**src/rtl/rr_arb8x4_if.sv**
```systemverilog
// Request/data/handshake bundle between eight requesters, the arbiter and the OR-reduction bus.
interface rr_arb8x4_if;
  logic [7:0] REQ;
  logic [3:0] D0, D1, D2, D3, D4, D5, D6, D7;
  logic [7:0] ACK;
  logic       VALID;
  logic       READY;
  logic [7:0] GNT;
  logic [3:0] O0, O1, O2, O3, O4, O5, O6, O7;

  modport master (
    output REQ, D0, D1, D2, D3, D4, D5, D6, D7, READY,
    input  ACK, VALID, GNT, O0, O1, O2, O3, O4, O5, O6, O7
  );

  modport slave (
    input  REQ, D0, D1, D2, D3, D4, D5, D6, D7, READY,
    output ACK, VALID, GNT, O0, O1, O2, O3, O4, O5, O6, O7
  );
endinterface

```
**src/rtl/rr_arb8x4.sv**
```systemverilog
// Round-robin arbiter for eight 4-bit requesters; registers the winner's nibble on its own lane
// and zeroes the rest so the downstream OR-reduction yields exactly the granted nibble.
module rr_arb8x4 (
  input logic        CLK,
  input logic        ASYNCRESETN,
  rr_arb8x4_if.slave bus
);
  localparam int N      = 8;
  localparam int DATA_W = 4;

  localparam logic [0:0] ST_EMPTY = 1'b0;
  localparam logic [0:0] ST_FULL  = 1'b1;

  logic [0:0]        state_p1;
  logic [N-1:0]      gnt_p1;
  logic [DATA_W-1:0] lane_p1 [N];
  logic [2:0]        ptr_p1;

  logic              le;
  logic              any_req;
  logic [2:0]        win;
  logic [N-1:0]      win_oh;
  logic [DATA_W-1:0] d_arr [N];

  // First requester at or after the pointer, scanning with modulo-8 wrap.
  function automatic logic [2:0] pick(input logic [N-1:0] req, input logic [2:0] p);
    logic [2:0] idx;
    logic [2:0] res;
    logic       found;
    res   = p;
    found = 1'b0;
    for (int k = 0; k < N; k++) begin
      idx = p + 3'(k);
      if (!found && req[idx]) begin
        res   = idx;
        found = 1'b1;
      end
    end
    return res;
  endfunction

  assign d_arr[0] = bus.D0;
  assign d_arr[1] = bus.D1;
  assign d_arr[2] = bus.D2;
  assign d_arr[3] = bus.D3;
  assign d_arr[4] = bus.D4;
  assign d_arr[5] = bus.D5;
  assign d_arr[6] = bus.D6;
  assign d_arr[7] = bus.D7;

  assign le      = (state_p1 == ST_EMPTY) | bus.READY;
  assign any_req = |bus.REQ;
  assign win     = pick(bus.REQ, ptr_p1);
  assign win_oh  = 8'b1 << win;

  // Reset gates ACK so no requester believes it was accepted while the block is held clear.
  assign bus.ACK = (ASYNCRESETN && le && any_req) ? win_oh : 8'h00;

  // Stage p1: registered transfer presented to the OR bus
  always_ff @(posedge CLK or negedge ASYNCRESETN) begin
    if (!ASYNCRESETN) begin
      state_p1 <= ST_EMPTY;
      gnt_p1   <= '0;
      ptr_p1   <= '0;
      for (int k = 0; k < N; k++) lane_p1[k] <= '0;
    end else if (le) begin
      if (any_req) begin
        state_p1 <= ST_FULL;
        gnt_p1   <= win_oh;
        ptr_p1   <= win + 3'd1;
        for (int k = 0; k < N; k++) lane_p1[k] <= win_oh[k] ? d_arr[k] : '0;
      end else begin
        state_p1 <= ST_EMPTY;
        gnt_p1   <= '0;
        for (int k = 0; k < N; k++) lane_p1[k] <= '0;
      end
    end
  end

  assign bus.VALID = (state_p1 == ST_FULL);
  assign bus.GNT   = gnt_p1;
  assign bus.O0    = lane_p1[0];
  assign bus.O1    = lane_p1[1];
  assign bus.O2    = lane_p1[2];
  assign bus.O3    = lane_p1[3];
  assign bus.O4    = lane_p1[4];
  assign bus.O5    = lane_p1[5];
  assign bus.O6    = lane_p1[6];
  assign bus.O7    = lane_p1[7];
endmodule
```
**src/flat_wrapper.sv**
```systemverilog
// flat-port wrapper written by rule: the top's interface ports become plain ports
module rr_arb8x4_flat 
  (CLK, ASYNCRESETN, bus_REQ, bus_D0, bus_D1, bus_D2, bus_D3, bus_D4, bus_D5, bus_D6, bus_D7, bus_READY, bus_ACK, bus_VALID, bus_GNT, bus_O0, bus_O1, bus_O2, bus_O3, bus_O4, bus_O5, bus_O6, bus_O7);
  rr_arb8x4_if bus_i ();
  input logic CLK;
  input logic ASYNCRESETN;
  input wire logic [$bits(bus_i.REQ)-1:0] bus_REQ;
  input wire logic [$bits(bus_i.D0)-1:0] bus_D0;
  input wire logic [$bits(bus_i.D1)-1:0] bus_D1;
  input wire logic [$bits(bus_i.D2)-1:0] bus_D2;
  input wire logic [$bits(bus_i.D3)-1:0] bus_D3;
  input wire logic [$bits(bus_i.D4)-1:0] bus_D4;
  input wire logic [$bits(bus_i.D5)-1:0] bus_D5;
  input wire logic [$bits(bus_i.D6)-1:0] bus_D6;
  input wire logic [$bits(bus_i.D7)-1:0] bus_D7;
  input wire logic [$bits(bus_i.READY)-1:0] bus_READY;
  output wire logic [$bits(bus_i.ACK)-1:0] bus_ACK;
  output wire logic [$bits(bus_i.VALID)-1:0] bus_VALID;
  output wire logic [$bits(bus_i.GNT)-1:0] bus_GNT;
  output wire logic [$bits(bus_i.O0)-1:0] bus_O0;
  output wire logic [$bits(bus_i.O1)-1:0] bus_O1;
  output wire logic [$bits(bus_i.O2)-1:0] bus_O2;
  output wire logic [$bits(bus_i.O3)-1:0] bus_O3;
  output wire logic [$bits(bus_i.O4)-1:0] bus_O4;
  output wire logic [$bits(bus_i.O5)-1:0] bus_O5;
  output wire logic [$bits(bus_i.O6)-1:0] bus_O6;
  output wire logic [$bits(bus_i.O7)-1:0] bus_O7;
  assign bus_i.REQ = bus_REQ;
  assign bus_i.D0 = bus_D0;
  assign bus_i.D1 = bus_D1;
  assign bus_i.D2 = bus_D2;
  assign bus_i.D3 = bus_D3;
  assign bus_i.D4 = bus_D4;
  assign bus_i.D5 = bus_D5;
  assign bus_i.D6 = bus_D6;
  assign bus_i.D7 = bus_D7;
  assign bus_i.READY = bus_READY;
  assign bus_ACK = bus_i.ACK;
  assign bus_VALID = bus_i.VALID;
  assign bus_GNT = bus_i.GNT;
  assign bus_O0 = bus_i.O0;
  assign bus_O1 = bus_i.O1;
  assign bus_O2 = bus_i.O2;
  assign bus_O3 = bus_i.O3;
  assign bus_O4 = bus_i.O4;
  assign bus_O5 = bus_i.O5;
  assign bus_O6 = bus_i.O6;
  assign bus_O7 = bus_i.O7;
  rr_arb8x4 u_core (.CLK(CLK), .ASYNCRESETN(ASYNCRESETN), .bus(bus_i));
endmodule
```
**config.mk**
```make
export PLATFORM = sky130hd
export DESIGN_NAME = rr_arb8x4_flat
export DESIGN_NICKNAME = d
export VERILOG_FILES = /design/src/rtl/rr_arb8x4_if.sv /design/src/rtl/rr_arb8x4.sv /design/src/flat_wrapper.sv
export SDC_FILE = /design/constraint.sdc
export NUM_CORES = 1
export LEC_CHECK = 0
export ABC_AREA = 1
export CORE_MARGIN = 3
export CORE_UTILIZATION = 41
export DETAILED_ROUTE_END_ITERATION = 16
export PLACE_DENSITY = 0.78
export SLEW_MARGIN = 25
export SYNTH_ARGS = -nofsm -noshare
export SYNTH_HDL_FRONTEND = slang
export SYNTH_SLANG_ARGS = --single-unit
```
**constraint.sdc**
```tcl
create_clock -name CLK -period 3.4 [get_ports CLK]
set_input_delay 0.68 -clock CLK [delete_from_list [all_inputs] [get_ports CLK]]
set_output_delay 0.68 -clock CLK [all_outputs]
set_load 0.005 [all_outputs]
```
==> Word level (Yosys, flattened, before mapping) <==
Cells that the tools add are included.
{ "totals": {"ff_bits": 44, "out_inout_bits": 49} }
{ "classes": {"addsub": 8, "reduce_logical": 18, "mux": 42, "order_cmp": 8, "n_bitwise": 2, "n_shift": 1} }
{ "op_table": {"columns": ["op", "count"], "rows": [
  ["$lt 3x4->1 const B", 8],
  ["$mux 32", 1],
  ["$mux 4", 8],
  ["$bmux 1 s3", 8],
  ["$mux 3", 7],
  ["$mux 1", 16],
  ["$mux 8", 2],
  ["$add 3x3->3 const B", 4],
  ["$logic_and 1x1->1", 9],
  ["$reduce_or 8->1", 1],
  ["$shl 1x3->8 const A", 1],
  ["$logic_not 1->1", 7],
  ["$add 3x1->3 const B", 2],
  ["$add 3x2->3 const B", 2],
  ["$reduce_and 2->1", 1],
  ["$not 1->1", 1],
  ["$or 1x1->1", 1]
]} }

==> Logic depth before layout (Yosys ltp) <==
{ "depth": {"ltp_word": 27, "ltp_mapped": 23, "depth_no_buf": 21} }

==> Worst setup path before layout <==
No wires, ideal clock.
{ "synth_path": {"path_kind": "register -> output", "startpoint": "reg u_core.ptr_p1[1]", "endpoint": "out bus_ACK[1]", "path_stages_with_launch": 20, "path_buffers": 1, "setup_slack_ps": -187, "required_ps": 2720, "arrival_time_ps": 2907, "cell_sequence": "dfrtp_1 > buf_2 > inv_2 > ha_1 > inv_2 > nand3_1 > nand3_1 > nand2_2 > nor2_2 > nand4_1 > nor2_2 > nand3_2 > clkinv_1 > nand2_1 > nand2_1 > ha_1 > inv_1 > nor2_1 > nand2_1 > nor2_1"} }
{ "synth_between": {"elab_chain_cells": 26} }
{ "synth_lines": {"columns": ["item", "line_no", "rtl"], "rows": [
  ["start, declared", "rr_arb8x4.sv:17", "logic [2:0] ptr_p1;"],
  ["start signal, assigned", "rr_arb8x4.sv:70", "ptr_p1 <= win + 3'd1;"],
  ["parallel branches: the longest is 23 deep, another holds $add 3x1->3", null, null],
  ["$mux 3 *", "rr_arb8x4.sv:34", "if (!found && req[idx]) begin"],
  ["$shl 1x3->8 *", "rr_arb8x4.sv:54", "assign win_oh = 8'b1 << win;"],
  ["$mux 8 *", "rr_arb8x4.sv:57", "assign bus.ACK = (ASYNCRESETN && le && any_req) ? win_oh : 8'h00;"],
  ["end, declared", "flat_wrapper.sv:17", "output wire logic [$bits(bus_i.ACK)-1:0] bus_ACK;"]
]} }
Every way passes the cells marked *. The select of a mux whose other input is x is not followed.

==> Final worst setup path <==
{ "layout_path": {"startpoint": "reg u_core.ptr_p1[1]", "endpoint": "out bus_ACK[7]"} }
Same word-level chain as after synthesis.

==> results.txt <==
Status: finished with violations
Failing checks: setup timing
Die ar.: 0.00738 mm²
Initial Utilization: 43.2%
Clk_lat worst skew: 0.31 ns
DR iter-0 viols: 289
Worst Setup End Kind: primary output
Final worst slack: -0.416 ns
Multi-input logic area: 0.00184 mm²
Startpoint type of the worst setup path: flip-flop
Synthesis-to-layout area growth: 79.3%
Non-Filler Instances: 585
Worst Skew: 0.00898 ns
CTS buffer count: 5
Synth Warn #: 0
Initial antenna violation count: 0
Final WL: 11300 µm
Hold Crit Class: input port to async pin
Residual DRC: 0
Ordered cell list for the critical path: buf_4, ha_4, xnor2_4, buf_4, nor2_4, a31oi_4, inv_2, nor2_4, buf_6, nand3_2, nand2_2, inv_2, nand2_4, nand2_4, buf_6, nor2_4, ha_4, nand2_2, nor2_2, buf_2
Clk sinks: 44
First-pass detailed-route iteration total: 5
Synthesized area: 0.00262 mm²
Synthesized flop and latch total: 44
Distinct cell type count after synthesis: 28
I/O Buffers: 91
Clock transition at path regs: 0.09 ns
Core ar.: 0.00606 mm²
Die Height: 85.9 µm
Fill cell count: 352
RSZ-0062 raised after global routing: yes
Place WS: -0.769 ns
Antenna cells: 0
Antenna-violating nets left: 0
Vias: 3300
Critical path's largest stage delay: 0.40 ns
MaxCap Viol Count: 0
WS Path Type: flip-flop to primary output
Htree depth: 2
Drt wl/cell: 19.2 µm
Placer Congestion: 0.931
Slowest stage cell, crit path: dfrtp_1
Max Fclk: 262 MHz
First-pass GRT wire length: 15100 µm
Crit-path most repeated cell: nor2_4
Hold-fix buffers, CTS: 0
FP Rows: 28
Final net count: 557
Final worst-path cycle share: 112%
Fin crit period: 3.82 ns
Slew HR: 60.9%
CP required: 2.72 ns
DPL Wire Length: 5990 µm
Clock tree from TritonCTS: yes
Post-Syn Area per Cell: 7.42 µm²
Worst-margin pin slew: 0.586 ns
Register area share after synthesis: 42.1%
Sum Neg Setup Slack: -2.86 ns
Net Count, Synth: 401
Critical path arrival: 3.14 ns
Vias in the first global route: 3270
Slew Limit Fails: 0
I/O Pins: 92
Share of layout cells above drive strength 1: 38.0%
Final setup vio count: 8
Register area: 0.00110 mm²
Via density: 5.64
CTS Buffer Depth: 2
Die width: 85.9 µm
Global route overflow: 0
Placed insts: 553
Global Route Usage Sum: 25.7%
Max FO, Critical Path: 3
Post-synthesis cell count: 353
Root buf cell: clkbuf_8
Largest net degree at the start of global routing: 45
Fin. Hold Viols: 0
[cell families after synthesis]
logic type	synth area share (%)
adder cells (fa/ha/maj)	2.39
XOR/XNOR	2.58
buffers and inverters	6.12
AND/OR/NAND/NOR	42.5
AO/OA/AOI/OAI	4.35
flip-flops	42.1
[cell usage in the layout, fill, tap and decap left out, types with 2 or more instances in the layout]
master | Yosys | routed
a21oi_4 | 2 | 2
a32o_1 | 4 | 4
buf_12 | 0 | 3
buf_2 | 2 | 9
buf_4 | 0 | 59
buf_6 | 4 | 8
clkbuf_8 | 0 | 5
clkdlybuf4s50_1 | 0 | 74
dfrtp_1 | 44 | 43
dlygate4sd2_1 | 0 | 8
ha_4 | 0 | 5
inv_1 | 13 | 9
inv_2 | 6 | 8
inv_4 | 0 | 2
inv_6 | 0 | 2
nand2_1 | 147 | 114
nand2_2 | 7 | 29
nand2_4 | 0 | 11
nand3_1 | 49 | 30
nand3_2 | 4 | 14
nand3_4 | 0 | 9
nand4_1 | 15 | 15
nor2_1 | 19 | 7
nor2_2 | 3 | 9
nor2_4 | 2 | 8
nor4_1 | 2 | 2
o21ai_0 | 5 | 5
xnor2_1 | 2 | 2
[metrics by stage]
stage	hold slack (ns)	utilization (%)	area [µm²]
floorplan	0.384	-	2620
global placement	0.462	64.4	3910
detailed placement	0.464	64.4	3910
CTS	0.480	70.6	4280
global route	0.504	77.4	4690
finish	0.465	77.4	4690
[critical path: cells and delay by family, from the launching register on]
kind / cells / cell delay [ns]
buffers and inverters: 7 / 0.84
AND/OR/NAND/NOR: 9 / 0.79
flip-flops: 1 / 0.40
adder cells (fa/ha/maj): 2 / 0.35
XOR/XNOR: 1 / 0.25
AO/OA/AOI/OAI: 1 / 0.18
[flip-flops by register name (all words and copies together) (netlist names)]
| signal | cells |
|---|---|
| u_core.bus.GNT | 8 |
| u_core.bus.O2 | 4 |
| u_core.bus.O5 | 4 |
| u_core.bus.O1 | 4 |
| u_core.bus.VALID | 1 |
| u_core.bus.O4 | 4 |
| u_core.bus.O0 | 4 |
| u_core.bus.O6 | 4 |
| u_core.bus.O3 | 4 |
| u_core.ptr_p1 | 3 |
| u_core.bus.O7 | 4 |
[routing by layer]
metal,vias up,track usage [%],routed length [µm]
met5,-,0,0
met1,1572,30.2,4050
met2,199,43.0,5600
met3,70,6.63,808
li1,1459,-,-
met4,0,13.5,802
[timing repair]
action | in CTS | in global routing
gates resized for setup | 88 | 79
setup buffers | 15 | 10
endpoints found under the setup margin | 8 | 8
pin swaps | 44 | 43
[cells in the mapped netlist]
| library cell | n | area (µm²) |
|---|---|---|
| clkbuf_1 | 6 | 22.5 |
| dfrtp_1 | 44 | 1100 |
| inv_2 | 6 | 22.5 |
| nand3_1 | 49 | 245 |
| nand2_1 | 147 | 552 |
| inv_1 | 13 | 48.8 |
| or2_2 | 1 | 6.26 |
| a32o_1 | 4 | 40.0 |
| buf_2 | 2 | 10.0 |
| buf_6 | 4 | 45.0 |
| xnor2_2 | 1 | 16.3 |
| nand3_2 | 4 | 40.0 |
| nand4_1 | 15 | 93.8 |
| nor2_1 | 19 | 71.3 |
| a21oi_4 | 2 | 32.5 |
| nand2_2 | 7 | 43.8 |
| a31oi_1 | 1 | 6.26 |
| and2_1 | 1 | 6.26 |
| nor4_1 | 2 | 12.5 |
| nor2_2 | 3 | 18.8 |
| o21ai_0 | 5 | 25.0 |
| xnor2_1 | 2 | 17.5 |
| nor2_4 | 2 | 22.5 |
| o21ai_1 | 2 | 10.0 |
| ha_1 | 5 | 62.6 |
| clkinv_1 | 3 | 11.3 |
| xor2_1 | 2 | 17.5 |
| xor2_2 | 1 | 16.3 |
[final timing paths]
check	from	end	slack, ns	cells past startpoint
worst max-delay path	u_core.ptr_p1[1]	bus_ACK[7]	-0.42	20
worst min-delay path	ASYNCRESETN	u_core.bus.O5[3]	0.47	2
worst max register to register	u_core.ptr_p1[1]	u_core.bus.O5[0]	0.15	23
worst min register to register	u_core.bus.O5[1]	u_core.bus.O5[1]	0.49	2
max in group asynchronous	ASYNCRESETN	u_core.ptr_p1[2]	2.51	2
min in group CLK	u_core.bus.O5[1]	u_core.bus.O5[1]	0.49	2
[layout make-up]
cell class	count	share of cell area, %
multi-input combinational	275	39.2
timing repair buffer	161	30.9
sequential	44	23.5
tap	75	2.00
clock inverter	3	0.986
clock buffer	5	1.47
inverter	22	2.00
Power is left out: the tool's default activity adds up to more than one toggle a clock period on the data nets, which glitch-free logic cannot reach.
